==> config.mk <==
export PLATFORM = sky130hd
export DESIGN_NAME = rv32_mc_control
export DESIGN_NICKNAME = d
export VERILOG_FILES = /design/src/rtl/rv32_ctrl_pkg.sv /design/src/rtl/rv32_decode.sv /design/src/rtl/rv32_mc_control.sv
export SDC_FILE = /design/constraint.sdc
export NUM_CORES = 1
export LEC_CHECK = 0
export CAP_MARGIN = 30
export CORE_MARGIN = 10
export CORE_UTILIZATION = 46
export DETAILED_ROUTE_END_ITERATION = 10
export GPL_ROUTABILITY_DRIVEN = 0
export GPL_TIMING_DRIVEN = 0
export PLACE_DENSITY = 0.84
export SKIP_LAST_GASP = 1
export SLEW_MARGIN = 15
export SYNTH_ARGS = -nofsm -noshare
export SYNTH_HDL_FRONTEND = slang
export SYNTH_SLANG_ARGS = --single-unit
==> constraint.sdc <==
create_clock -name clk -period 7.6 [get_ports clk]
set_input_delay 1.9 -clock clk [delete_from_list [all_inputs] [get_ports clk]]
set_output_delay 1.9 -clock clk [all_outputs]
set_load 0.03 [all_outputs]
==> src/rtl/rv32_ctrl_pkg.sv <==
// rtl/rv32_ctrl_pkg.sv - shared encodings for the multi-cycle RV32I control unit
// Contents: opcode constants, ExtOp / ALUBSrc / Branch / ALUctr encodings, FSM state enum.
package rv32_ctrl_pkg;

  localparam logic [6:0] OPC_LUI    = 7'b0110111;
  localparam logic [6:0] OPC_AUIPC  = 7'b0010111;
  localparam logic [6:0] OPC_JAL    = 7'b1101111;
  localparam logic [6:0] OPC_JALR   = 7'b1100111;
  localparam logic [6:0] OPC_BRANCH = 7'b1100011;
  localparam logic [6:0] OPC_LOAD   = 7'b0000011;
  localparam logic [6:0] OPC_STORE  = 7'b0100011;
  localparam logic [6:0] OPC_OPIMM  = 7'b0010011;
  localparam logic [6:0] OPC_OP     = 7'b0110011;
  localparam logic [6:0] OPC_HALT   = 7'b0000000;

  localparam logic [6:0] F7_MULDIV  = 7'b0000001;

  localparam logic [2:0] EXT_I = 3'b000;
  localparam logic [2:0] EXT_U = 3'b001;
  localparam logic [2:0] EXT_S = 3'b010;
  localparam logic [2:0] EXT_B = 3'b011;
  localparam logic [2:0] EXT_J = 3'b100;

  localparam logic [1:0] ALUB_RS2  = 2'b00;
  localparam logic [1:0] ALUB_FOUR = 2'b01;
  localparam logic [1:0] ALUB_IMM  = 2'b10;

  localparam logic [2:0] BR_NONE = 3'b000;
  localparam logic [2:0] BR_JAL  = 3'b001;
  localparam logic [2:0] BR_JALR = 3'b010;

  localparam logic [3:0] ALU_ADD  = 4'b0000;
  localparam logic [3:0] ALU_SLT  = 4'b0010;
  localparam logic [3:0] ALU_SLTU = 4'b0011;
  localparam logic [3:0] ALU_LUI  = 4'b1111;

  typedef enum logic [2:0] {
    S_IDLE,
    S_FETCH,
    S_DECODE,
    S_EXEC,
    S_MEM,
    S_WB,
    S_HALT
  } state_t;

endpackage

==> src/rtl/rv32_decode.sv <==
// rtl/rv32_decode.sv - combinational instruction decode for the multi-cycle control unit
// Inputs : instr (IR contents).
// Outputs: ext_op, alu_a_src, alu_b_src, alu_ctr, branch, mem_op (datapath fields),
//          is_load/is_store/is_branch/is_md (class flags), is_halt, illegal_op.
module rv32_decode
  import rv32_ctrl_pkg::*;
#(
  parameter int ENABLE_M = 0
) (
  input  logic [31:0] instr,
  output logic [2:0]  ext_op,
  output logic        alu_a_src,
  output logic [1:0]  alu_b_src,
  output logic [3:0]  alu_ctr,
  output logic [2:0]  branch,
  output logic [2:0]  mem_op,
  output logic        is_load,
  output logic        is_store,
  output logic        is_branch,
  output logic        is_md,
  output logic        is_halt,
  output logic        illegal_op
);

  logic [6:0] opcode;
  logic [2:0] funct3;
  logic [6:0] funct7;
  logic       unused_fields;

  assign opcode = instr[6:0];
  assign funct3 = instr[14:12];
  assign funct7 = instr[31:25];
  assign mem_op = funct3;

  // Register specifiers are consumed by the datapath, not by control.
  assign unused_fields = ^{instr[24:15], instr[11:7]};

  always_comb begin
    ext_op     = EXT_I;
    alu_a_src  = 1'b0;
    alu_b_src  = ALUB_RS2;
    alu_ctr    = ALU_ADD;
    branch     = BR_NONE;
    is_load    = 1'b0;
    is_store   = 1'b0;
    is_branch  = 1'b0;
    is_md      = 1'b0;
    is_halt    = 1'b0;
    illegal_op = 1'b0;
    case (opcode)
      OPC_LUI: begin
        ext_op    = EXT_U;
        alu_b_src = ALUB_IMM;
        alu_ctr   = ALU_LUI;
      end
      OPC_AUIPC: begin
        ext_op    = EXT_U;
        alu_a_src = 1'b1;
        alu_b_src = ALUB_IMM;
      end
      OPC_JAL: begin
        ext_op    = EXT_J;
        alu_a_src = 1'b1;
        alu_b_src = ALUB_FOUR;
        branch    = BR_JAL;
      end
      OPC_JALR: begin
        ext_op    = EXT_I;
        alu_a_src = 1'b1;
        alu_b_src = ALUB_FOUR;
        branch    = BR_JALR;
      end
      OPC_BRANCH: begin
        ext_op    = EXT_B;
        is_branch = 1'b1;
        alu_ctr   = funct3[1] ? ALU_SLTU : ALU_SLT;
        // funct3 bit 2 separates eq/ne from lt/ge; bit 0 selects the negated form.
        branch    = {1'b1, funct3[2], funct3[0]};
      end
      OPC_LOAD: begin
        ext_op    = EXT_I;
        alu_b_src = ALUB_IMM;
        is_load   = 1'b1;
      end
      OPC_STORE: begin
        ext_op    = EXT_S;
        alu_b_src = ALUB_IMM;
        is_store  = 1'b1;
      end
      OPC_OPIMM: begin
        ext_op    = EXT_I;
        alu_b_src = ALUB_IMM;
        // instr[30] is an immediate bit for addi, so only srai takes the modifier.
        alu_ctr   = {(funct3 == 3'b101) & instr[30], funct3};
      end
      OPC_OP: begin
        if (funct7 == F7_MULDIV) begin
          if (ENABLE_M != 0) is_md = 1'b1;
          else               illegal_op = 1'b1;
        end else begin
          alu_ctr = {((funct3 == 3'b000) || (funct3 == 3'b101)) & instr[30], funct3};
        end
      end
      OPC_HALT: is_halt = 1'b1;
      default:  illegal_op = 1'b1;
    endcase
  end

endmodule

==> src/rtl/rv32_mc_control.sv <==
// rtl/rv32_mc_control.sv - multi-cycle RV32I control FSM (FETCH/DECODE/EXEC/MEM/WB/HALT)
// Inputs : clk, rst_n (async active-low), instr, mem_ready, md_done.
// Outputs: ir_wr, pc_wr, iord, mem_rd, mem_wr, mem_op, reg_wr, mem_to_reg, md_start, md_sel,
//          ext_op, alu_a_src, alu_b_src, alu_ctr, branch, halted, illegal, instret.
module rv32_mc_control
  import rv32_ctrl_pkg::*;
#(
  parameter int ENABLE_M = 0,
  parameter int MEM_WAIT = 1,
  parameter int CNT_W    = 32
) (
  input  logic             clk,
  input  logic             rst_n,
  input  logic [31:0]      instr,
  input  logic             mem_ready,
  input  logic             md_done,
  output logic             ir_wr,
  output logic             pc_wr,
  output logic             iord,
  output logic             mem_rd,
  output logic             mem_wr,
  output logic [2:0]       mem_op,
  output logic             reg_wr,
  output logic             mem_to_reg,
  output logic             md_start,
  output logic             md_sel,
  output logic [2:0]       ext_op,
  output logic             alu_a_src,
  output logic [1:0]       alu_b_src,
  output logic [3:0]       alu_ctr,
  output logic [2:0]       branch,
  output logic             halted,
  output logic             illegal,
  output logic [CNT_W-1:0] instret
);

  state_t     state;
  logic       md_busy;   // md_start already issued for the current EXEC visit
  logic       ready;

  logic [2:0] d_ext_op;
  logic       d_alu_a_src;
  logic [1:0] d_alu_b_src;
  logic [3:0] d_alu_ctr;
  logic [2:0] d_branch;
  logic [2:0] d_mem_op;
  logic       d_load, d_store, d_branch_cls, d_md, d_halt, d_illegal;

  rv32_decode #(.ENABLE_M(ENABLE_M)) u_decode (
    .instr      (instr),
    .ext_op     (d_ext_op),
    .alu_a_src  (d_alu_a_src),
    .alu_b_src  (d_alu_b_src),
    .alu_ctr    (d_alu_ctr),
    .branch     (d_branch),
    .mem_op     (d_mem_op),
    .is_load    (d_load),
    .is_store   (d_store),
    .is_branch  (d_branch_cls),
    .is_md      (d_md),
    .is_halt    (d_halt),
    .illegal_op (d_illegal)
  );

  assign ready = (MEM_WAIT != 0) ? mem_ready : 1'b1;

  always_ff @(posedge clk or negedge rst_n) begin
    if (!rst_n) begin
      state   <= S_IDLE;
      md_busy <= 1'b0;
      illegal <= 1'b0;
      instret <= '0;
    end else begin
      md_busy <= 1'b0;
      if (pc_wr) instret <= instret + CNT_W'(1);
      case (state)
        S_IDLE:   state <= S_FETCH;
        S_FETCH:  if (ready) state <= S_DECODE;
        S_DECODE: begin
          if (d_halt) begin
            state <= S_HALT;
          end else if (d_illegal) begin
            state   <= S_HALT;
            illegal <= 1'b1;
          end else begin
            state <= S_EXEC;
          end
        end
        S_EXEC: begin
          if (d_branch_cls) begin
            state <= S_FETCH;
          end else if (d_load || d_store) begin
            state <= S_MEM;
          end else if (d_md) begin
            // md_done in the start cycle is accepted immediately.
            if (md_done) state <= S_WB;
            else         md_busy <= 1'b1;
          end else begin
            state <= S_WB;
          end
        end
        S_MEM:    if (ready) state <= d_load ? S_WB : S_FETCH;
        S_WB:     state <= S_FETCH;
        S_HALT:   state <= S_HALT;
        default:  state <= S_IDLE;
      endcase
    end
  end

  // Handshake strobes (ir_wr, store pc_wr) must follow mem_ready in the same cycle,
  // so outputs are decoded from the registered state plus live inputs.
  always_comb begin
    ir_wr      = 1'b0;
    pc_wr      = 1'b0;
    iord       = 1'b0;
    mem_rd     = 1'b0;
    mem_wr     = 1'b0;
    reg_wr     = 1'b0;
    mem_to_reg = 1'b0;
    md_start   = 1'b0;
    md_sel     = 1'b0;
    ext_op     = 3'b000;
    alu_a_src  = 1'b0;
    alu_b_src  = 2'b00;
    alu_ctr    = 4'b0000;
    branch     = 3'b000;
    mem_op     = 3'b000;
    halted     = (state == S_HALT);
    if (state inside {S_DECODE, S_EXEC, S_MEM, S_WB}) begin
      ext_op    = d_ext_op;
      alu_a_src = d_alu_a_src;
      alu_b_src = d_alu_b_src;
      alu_ctr   = d_alu_ctr;
      branch    = d_branch;
      mem_op    = d_mem_op;
    end
    case (state)
      S_FETCH: begin
        mem_rd = 1'b1;
        ir_wr  = ready;
      end
      S_EXEC: begin
        pc_wr    = d_branch_cls;
        md_start = d_md & ~md_busy;
      end
      S_MEM: begin
        iord = 1'b1;
        if (d_load) begin
          mem_rd = 1'b1;
        end else begin
          mem_wr = 1'b1;
          pc_wr  = ready;
        end
      end
      S_WB: begin
        reg_wr     = 1'b1;
        pc_wr      = 1'b1;
        mem_to_reg = d_load;
        md_sel     = d_md;
      end
      default: ;
    endcase
  end

endmodule

## Word-level counts from Yosys, hierarchy flattened

Cells that the tools add are included.

- Bits in registers: 36
- Output and inout bits: 59

- $add $sub $neg: 1
- Eq/ne operators: 19
- Muxes and demuxes: 37
- Bitwise logic cells: 3
- Reduce and logical (&&, ||, !) cells: 14

Operators by type and width:

| operator | count |
|---|---|
| $add 32x1->32 const B | 1 |
| $mux 3 | 9 |
| $eq 7x6->1 const B | 3 |
| $eq 7x7->1 const B | 3 |
| $pmux 3 s6 | 1 |
| $mux 1 | 17 |
| $pmux 4 s4 | 1 |
| $eq 7x5->1 const B | 2 |
| $eq 3x3->1 const B | 4 |
| $pmux 3 s4 | 1 |
| $pmux 3 s3 | 1 |
| $reduce_or 9->1 | 1 |
| $mux 4 | 2 |
| $eq 7x1->1 const B | 1 |
| $eq 7x2->1 const B | 1 |
| $logic_not 7->1 | 1 |
| $eq 3x2->1 const B | 2 |
| $logic_not 3->1 | 2 |
| $reduce_or 2->1 | 3 |
| $reduce_or 5->1 | 1 |
| $ne 2x2->1 const B | 2 |
| $pmux 1 s2 | 2 |
| $pmux 2 s2 | 1 |
| $reduce_bool 4->1 | 1 |
| 9 further kinds | 11 |

## Longest topological paths before layout

Gate-level depths: netlist of run 1.

- Word-level depth: 6
- Mapped depth: 7
- Depth with buffers taken out: 6

## Cells and area by module

A second synthesis of run 1 with hierarchy kept.

- Cells, all modules: 254
- Area, all modules: 2362.3 um2

By module, submodules not included:

| module | times used | cells each | area an instance (um2) |
|---|---|---|---|
| rv32_mc_control | 1 | 202 | 2008.2 |
| rv32_decode | 1 | 52 | 354.1 |

## Worst setup path after synthesis of run 1

Ideal clock, no wire load.

- Path kind: input -> output
- Start point: in instr[6]
- End point: out branch[0]
- Arrival time: 3986 ps
- Required time: 5700 ps
- Path slack: 1714 ps
- Stages: 6
- Buffers on the path: 1
- Cell sequence: clkbuf_1 > nand4_1 > or3b_2 > nor2_1 > and2_1 > a21o_1

- Cells in the longest elaborated chain, start to end: 3
- Elaborated cells on any way between the ends: 5

Ends and longest elaborated chain:

| element | line | RTL |
|---|---|---|
| start: declaration | rv32_mc_control.sv:14 | `input logic [31:0] instr,` |
| $eq 7x7->1 | rv32_decode.sv:50 | `case (opcode)` |
| $pmux 3 s3 * | rv32_decode.sv:50 |  |
| $mux 3 * | rv32_mc_control.sv:129 | `if (state inside {S_DECODE, S_EXEC, S_MEM, S_WB}) begin` |
| end: declaration | rv32_mc_control.sv:31 | `output logic [2:0] branch,` |

Every way passes the cells marked *; elsewhere a longest branch is shown, timed or not.

## Worst setup path in the final report of run 1

- Start point: in instr[4]
- End point: out alu_ctr[3]

- Cells in the longest elaborated chain, start to end: 3
- Elaborated cells on any way between the ends: 6

Ends and longest elaborated chain:

| element | line | RTL |
|---|---|---|
| $eq 7x6->1 (tied with other cells) | rv32_decode.sv:50 |  |
| $pmux 4 s4 * | rv32_decode.sv:50 |  |
| $mux 4 * | rv32_mc_control.sv:129 |  |
| end: declaration | rv32_mc_control.sv:30 | `output logic [3:0] alu_ctr,` |

Marked as above.

==> Flow_metrics.wiki, run 1 <==
{| class="wikitable"
! Metric !! Value
|-
| Status || complete, no violations
|-
| Setup crit end kind || output pin
|-
| Synth-to-layout area growth || 40.78%
|-
| Number of hold buffers added after cts || 0
|-
| Proportion of synthesized flip-flops having asynchronous set or reset || 100.0%
|-
| Post-synth EDFFs || 0
|-
| Top FF cell, synth || sky130_fd_sc_hd__dfrtp_1
|-
| Die area || 8043 um2
|-
| Clock-pin transition on the worst setup and hold timing paths || 0.07 ns
|-
| Total via count in the routed design || 2106
|-
| Clock latency reported for the late side of the worst-skew pair || 0.28 ns
|-
| Initial antenna violation count || 0
|-
| Cell-internal power || 0.3936 mW
|-
| Placement-stage worst setup slack || about 1.2 ns
|-
| Count of synthesis-stage warnings from yosys || 0
|-
| Power density normalized to cell area || 209.0 nW/um2
|-
| Reg2Reg Capture Point || instret[31]
|-
| Start-to-end type of the worst setup path || primary input to output pin
|-
| Total core area || 4723 um2
|-
| Post-synth cell types || 52
|-
| Highest routed layer || met4
|-
| CTS H-tree depth || 2
|-
| Antenna diodes || 0
|-
| Worst EP arrival || 4.48 ns
|-
| Number of DRC violations after detailed routing || 0
|-
| Switching share of power || 40.10%
|-
| Combinational fraction of design power || 44.9%
|-
| Number of design-rule violations left by the first detailed-router iteration || 72
|-
| Register bit count reported by yosys || 36
|-
| Actual transition at the worst max-transition pin || 0.6842 ns
|-
| Most used cells in the layout excluding fill and tap cells || sky130_fd_sc_hd__clkdlybuf4s50_1, sky130_fd_sc_hd__dfrtp_1, sky130_fd_sc_hd__nor2_1, sky130_fd_sc_hd__nand2_1, sky130_fd_sc_hd__xnor2_1
|-
| Worst hold stages || 1
|-
| Sum of negative setup slack || 0 ns
|-
| Startpoint of the worst-slack reg-to-reg timing path || instret[7]
|-
| Initial Util || 47.28%
|-
| Period minus WS final || 6.377 ns
|-
| Average routed wire per standard cell || 15.09 um
|-
| Slew margin rel. || between 50% and 60%
|-
| Highest ir drop seen on vdd || 0.0001983 V
|-
| Setup crit end || alu_ctr[3]
|-
| Final hold viol count || 0
|-
| Met3 Wirelength || 459 um
|-
| Summed instance area of the synthesized netlist || 2233 um2
|-
| Final standard cell utilization of the core || 66.57%
|-
| Clock sink count || 36
|-
| Reg-to-reg slack, setup || 5.54 ns
|-
| Synthesized instance count || 245
|-
| Wire length after detailed routing || approximately 5900 um
|-
| # resized after CTS || 0
|-
| Part of the Yosys area used for sequential elements || between 40% and 50%
|-
| Data required time of the critical path || between 5 and 6 ns
|-
| Length of the first detailed-routing pass in iterations || 5
|-
| GRT Util Overall || between 15 and 20%
|-
| CTS tree || yes
|-
| Relative contribution of the clock network to total power || 19.0%
|-
| Final Cycle Share || 83.91%
|-
| Post-DP HPWL || 4733 um
|-
| Worst setup slack after layout || 1.223 ns
|-
| Endpoints failing setup || 0
|-
| Depth of the worst register-to-register path || 5
|-
| Power share of the sequential group || ~36%
|-
| Most common cell after layout, fill and taps aside || sky130_fd_sc_hd__clkdlybuf4s50_1
|-
| CTS Buf Count || 5
|-
| Number of nets still failing antenna checks after routing || 0
|-
| Worst Hold Slack || 0.4829 ns
|-
| Total number of placement rows || 25
|-
| Hold/Removal Path Class || register to register
|-
| Share of post-route cells with drive strength above 1 || 7.951%
|-
| Post-detailed-route via-to-cell ratio || 5.345
|-
| Switching component of the power || roughly 0.26 mW
|-
| FMAX || 156.8 MHz
|-
| Vias in the first global route || 2042
|-
| Number of filler instances in the final layout || approximately 380
|-
| Worst Setup Start Kind || primary input
|-
| Final Max Slew Viols || 0
|-
| Root cell of the clock tree || sky130_fd_sc_hd__clkbuf_8
|-
| RSZ-0062 raised after global routing || no
|-
| Max Cap Viol || 0
|-
| Number of setup buffers added after CTS || 0
|-
| Grt ovf || 0
|-
| Met1 Routed Length || 2474 um
|-
| # IOs || 95
|-
| Critical Path Source || instr[4]
|-
| Largest net degree at the start of global routing || 26
|-
| Mean post-synth cell area || around 9.1 um2
|-
| Global-route wire length before repair || 9653 um
|-
| Static leakage power || between 1 and 1.5 nW
|-
| Chip Height || 89.68 um
|-
| Net count of the finished layout || 364
|-
| Setup clock skew after layout || roughly 0.0027 ns
|-
| Die width || 89.68 um
|-
| Critical-path maximum fanout || 9
|-
| Largest buffer count on any clock path || 2
|-
| Number of I/O port buffers || 73
|-
| Routed length on met2 || 2959 um
|}
==> worst min path at each step <==
stage	startpoint	end	slack, ns
2_1_floorplan	state[1]	state[1]	0.64
3_3_place_gp	illegal	illegal	0.47
3_5_place_dp	illegal	illegal	0.46
4_1_cts	illegal	illegal	0.49
5_1_grt	illegal	illegal	0.52
6_report	illegal	illegal	0.48
==> Yosys cell counts, types with 3 or more instances <==
master,number,area [um2]
sky130_fd_sc_hd__o21ai_0,4,20.02
sky130_fd_sc_hd__nand3_1,14,70.07
sky130_fd_sc_hd__and2_1,7,43.79
sky130_fd_sc_hd__xnor2_1,20,175.2
sky130_fd_sc_hd__xor2_1,11,96.34
sky130_fd_sc_hd__buf_6,3,33.78
sky130_fd_sc_hd__nand2_1,22,82.58
sky130_fd_sc_hd__nand2b_1,6,37.54
sky130_fd_sc_hd__nor4_1,6,37.54
sky130_fd_sc_hd__nor2b_1,4,25.02
sky130_fd_sc_hd__and3_1,4,25.02
sky130_fd_sc_hd__nor2_1,22,82.58
sky130_fd_sc_hd__nor3_1,8,40.04
sky130_fd_sc_hd__nand4_1,9,56.30
sky130_fd_sc_hd__inv_1,9,33.78
sky130_fd_sc_hd__clkbuf_1,4,15.01
sky130_fd_sc_hd__a21oi_1,9,45.04
sky130_fd_sc_hd__dfrtp_1,36,900.9
==> sequential cells by signal, indices dropped and copies added, names as in the netlist <==
| signal | flops |
|---|---|
| instret | 32 |
| illegal | 1 |
| state | 3 |
==> worst max-delay path, cell delays in order <==
cell                              delay (ns)
sky130_fd_sc_hd__clkdlybuf4s50_1        0.60
sky130_fd_sc_hd__and4b_1                0.29
sky130_fd_sc_hd__and2_1                 0.20
sky130_fd_sc_hd__nand3_1                0.11
sky130_fd_sc_hd__or4b_1                 0.49
sky130_fd_sc_hd__a31oi_1                0.18
sky130_fd_sc_hd__clkdlybuf4s50_1        0.70
==> power by group through the flow <==
stage / clock network, mW / registers [mW] / logic (mW)
global placement: 0 / 0.240 / 0.292
floorplan: 0 / 0.264 / 0.158
global route: 0.136 / 0.241 / 0.320
CTS: 0.127 / 0.237 / 0.298
finish: 0.125 / 0.237 / 0.295
detailed placement: 0 / 0.241 / 0.297
==> stage by stage <==
stage          cells  total power, mW  cell area (um2)
3_3_place_gp     386           0.5315             3052
5_1_grt          394           0.6971             3144
6_report         394           0.6572             3144
2_1_floorplan    246           0.4221             2237
3_5_place_dp     387           0.5372             3067
4_1_cts          394           0.6624             3144
==> final cells by class <==
cell class / count / area [um2] / area share, %
Sequential cell: 36 / 900.9 / 28.65
Inverter: 9 / 33.78 / 1.074
Clock buffer: 6 / 72.57 / 2.308
Timing Repair Buffer: 74 / 745.7 / 23.72
Tap cell: 67 / 83.83 / 2.666
Multi-Input combinational cell: 191 / 1234 / 39.24
Buffer: 10 / 68.82 / 2.189
Clock inverter: 1 / 5.005 / 0.1592
==> metal layers <==
layer | vias up | GRT usage, %
met2 | 77 | 26.06
met3 | 9 | 4.874
met4 | 0 | 3.757
met5 | - | 0
met1 | 1003 | 17.56
li1 | 1017 | -
==> cell families (layout without fill, tap and decap cells) <==
family                   after synthesis  count (layout)  synth area share, %
XOR/XNOR                              31              31                12.16
AO/OA/AOI/OAI                         31              31                9.468
AND/OR/NAND/NOR                      124             124                31.76
other                                  1               2               0.1679
adder cells (fa/ha/maj)                1               1               0.5601
buffers and inverters                 19             100                4.593
multiplexers                           2               2               0.9524
flip-flops                            36              36                40.34
Power figures use the tool's default switching activity.
==> run 2: changes to the inputs <==
- CORE_UTILIZATION: 46 -> 43
- PLACE_DENSITY: 0.84 -> 0.79
- clock period: 7.6 -> 6.63 ns (I/O delays scaled with it)
==> Flow_metrics.wiki, run 2 (synthesized netlist as in run 1, its figures left out) <==
{| class="wikitable"
! Metric !! Value
|-
| Chip Height || 92.07 um (+2.7%)
|-
| Period minus WS final || 5.907 ns
|-
| # IOs || 95 (unchanged)
|-
| Final Cycle Share || 89.09%
|-
| CTS Buf Count || 5 (unchanged)
|-
| Grt ovf || 0 (unchanged)
|-
| Setup clock skew after layout || 0.003501 ns (+0.0007687 ns)
|-
| Sum of negative setup slack || 0 ns (unchanged)
|-
| Total via count in the routed design || 2054 (-2.5%)
|-
| Most common cell after layout, fill and taps aside || sky130_fd_sc_hd__clkdlybuf4s50_1
|-
| FF+latch area || 900.9 um2 (unchanged)
|-
| Number of setup buffers added after CTS || 0 (unchanged)
|-
| Start-to-end type of the worst setup path || primary input to output pin
|-
| Antenna diodes || 0 (unchanged)
|-
| Setup crit end kind || output pin
|-
| Depth of the worst register-to-register path || 5 (unchanged)
|-
| Number of flip-flops under the largest register name || 32 (unchanged)
|-
| Highest ir drop seen on vdd || 0.0001635 V (-18%)
|-
| Critical-path maximum fanout || 9 (unchanged)
|-
| Largest registers in the final layout || instret (32), state (3), illegal (1)
|-
| Net count of the finished layout || 364 (unchanged)
|-
| Status || complete, no violations
|-
| Number of filler instances in the final layout || 472 (+24%)
|-
| Global-route wire length before repair || 9956 um (+3.1%)
|-
| Number of instances in the placed design || 390 (+0.78%)
|-
| Post-DP HPWL || 4766 um (+0.71%)
|-
| Hold/Removal Path Class || register to register
|-
| Actual transition at the worst max-transition pin || 0.6415 ns (-0.04274 ns)
|-
| Final non-filler cell area || 3166 um2 (+0.68%)
|-
| Number of I/O port buffers || 73 (unchanged)
|-
| Largest register by flop count || instret
|-
| Number of nets still failing antenna checks after routing || 0 (unchanged)
|-
| Data required time of the critical path || 4.97 ns (-0.73 ns)
|-
| Vias in the first global route || 2093 (+2.5%)
|-
| Initial antenna violation count || 0 (unchanged)
|-
| Placed cell area || 3078 um2 (+0.37%)
|-
| Endpoints failing setup || 0 (unchanged)
|-
| FMAX || 169.3 MHz
|-
| Final hold viol count || 0 (unchanged)
|-
| GRT Util Overall || 14.03% (-1.0 points)
|-
| Number of design-rule violations left by the first detailed-router iteration || 30 (-58%)
|-
| Synth-to-layout area growth || 41.74%
|-
| RSZ-0062 raised after global routing || no
|-
| Initial Util || 44.01% (-3.3 points)
|-
| CTS tree || yes
|-
| Clock-pin transition on the worst setup and hold timing paths || 0.07 ns (about the same)
|-
| Length of the first detailed-routing pass in iterations || 5 (unchanged)
|-
| Clock latency reported for the late side of the worst-skew pair || 0.29 ns (about the same)
|-
| Final standard cell count with taps included and fillers excluded || 398 (+1.0%)
|-
| Die width || 92.07 um (+2.7%)
|-
| Number of hold buffers added after cts || 0 (unchanged)
|-
| Static leakage power || 1.284 nW (+0.80%)
|-
| Worst hold stages || 1 (unchanged)
|-
| Max Cap Viol || 0 (unchanged)
|-
| Post-detailed-route via-to-cell ratio || 5.161 (-3.4%)
|-
| Power density normalized to cell area || 240.8 nW/um2 (+15%)
|-
| CTS H-tree depth || 2 (unchanged)
|-
| Number of DRC violations after detailed routing || 0 (unchanged)
|-
| Final Max Slew Viols || 0 (unchanged)
|-
| Worst Setup Start Kind || primary input
|-
| Root cell of the clock tree || sky130_fd_sc_hd__clkbuf_8
|-
| Die area || 8477 um2 (+5.4%)
|-
| Most used cells in the layout excluding fill and tap cells || sky130_fd_sc_hd__clkdlybuf4s50_1, sky130_fd_sc_hd__dfrtp_1, sky130_fd_sc_hd__nor2_1, sky130_fd_sc_hd__nand2_1, sky130_fd_sc_hd__xnor2_1
|-
| Largest net degree at the start of global routing || 22 (-15%)
|-
| Clock sink count || 36 (unchanged)
|-
| Wire length after detailed routing || 5845 um (-1.7%)
|-
| Slew margin rel. || 56.88% (+2.9 points)
|-
| Total area of multi-input combinational cells || 1234 um2 (unchanged)
|-
| Share of post-route cells with drive strength above 1 || 8.537% (+0.59 points)
|-
| Average routed wire per standard cell || 14.69 um (-2.7%)
|-
| Total core area || 5075 um2 (+7.4%)
|-
| Largest buffer count on any clock path || 2 (unchanged)
|-
| Worst EP arrival || 4.25 ns (-0.23 ns)
|-
| # resized after CTS || 0 (unchanged)
|-
| Total number of placement rows || 26 (+4.0%)
|}
run 2: worst paths after layout:
| check | startpoint | endpoint | slack, ns |
|---|---|---|---|
| max | instr[4] | alu_ctr[3] | 0.72 |
| min | instret[31] | instret[31] | 0.48 |
| max reg2reg | instret[7] | instret[30] | 4.57 |
| min reg2reg | instret[31] | instret[31] | 0.48 |
| max in group asynchronous | rst_n | instret[1] | 4.91 |
| min in group asynchronous | rst_n | instret[14] | 1.29 |
run 2: worst max-delay path, stage by stage:
cell and delay (ns):
sky130_fd_sc_hd__clkdlybuf4s50_1 0.61, sky130_fd_sc_hd__and4b_1 0.30, sky130_fd_sc_hd__and2_1 0.19, sky130_fd_sc_hd__nand3_1 0.11
sky130_fd_sc_hd__or4b_1 0.48, sky130_fd_sc_hd__a31oi_1 0.19, sky130_fd_sc_hd__clkdlybuf4s50_1 0.71
run 2: where the power goes:
part / total [mW] / switching [mW] / internal [mW]
combinational: 0.338 / 0.202 / 0.136
clock: 0.152 / 0.0787 / 0.0731
sequential: 0.273 / 0.0283 / 0.244
total: 0.762 / 0.309 / 0.453
run 2: layout make-up:
class                           count  area share (%)
Clock buffer                        5           2.174
Inverter                            9           1.067
Clock inverter                      3          0.5929
Multi-Input combinational cell    191           38.97
Tap cell                           70           2.767
Sequential cell                    36           28.46
Buffer                             10           2.174
Timing Repair Buffer               74           23.79
run 2: routing by layer:
metal  up-vias  wire length [um]  GRT usage [%]
met3         4               405          5.460
li1       1026                 -              -
met5         -                 0              0
met4         0                25          4.370
met1       974              2531          16.65
met2        50              2883          22.82
run 2: through the flow:
step                hold WS [ns]  util, %  setup slack [ns]  total power [mW]
floorplan                 0.6350        -             1.229            0.4839
global placement          0.4729    60.21            0.7550            0.6096
detailed placement        0.4651    60.65            0.7436            0.6173
CTS                       0.4809    62.38            0.7352            0.7723
global route              0.4912    62.38            0.5073            0.8128
finish                    0.4830    62.38            0.7233            0.7623
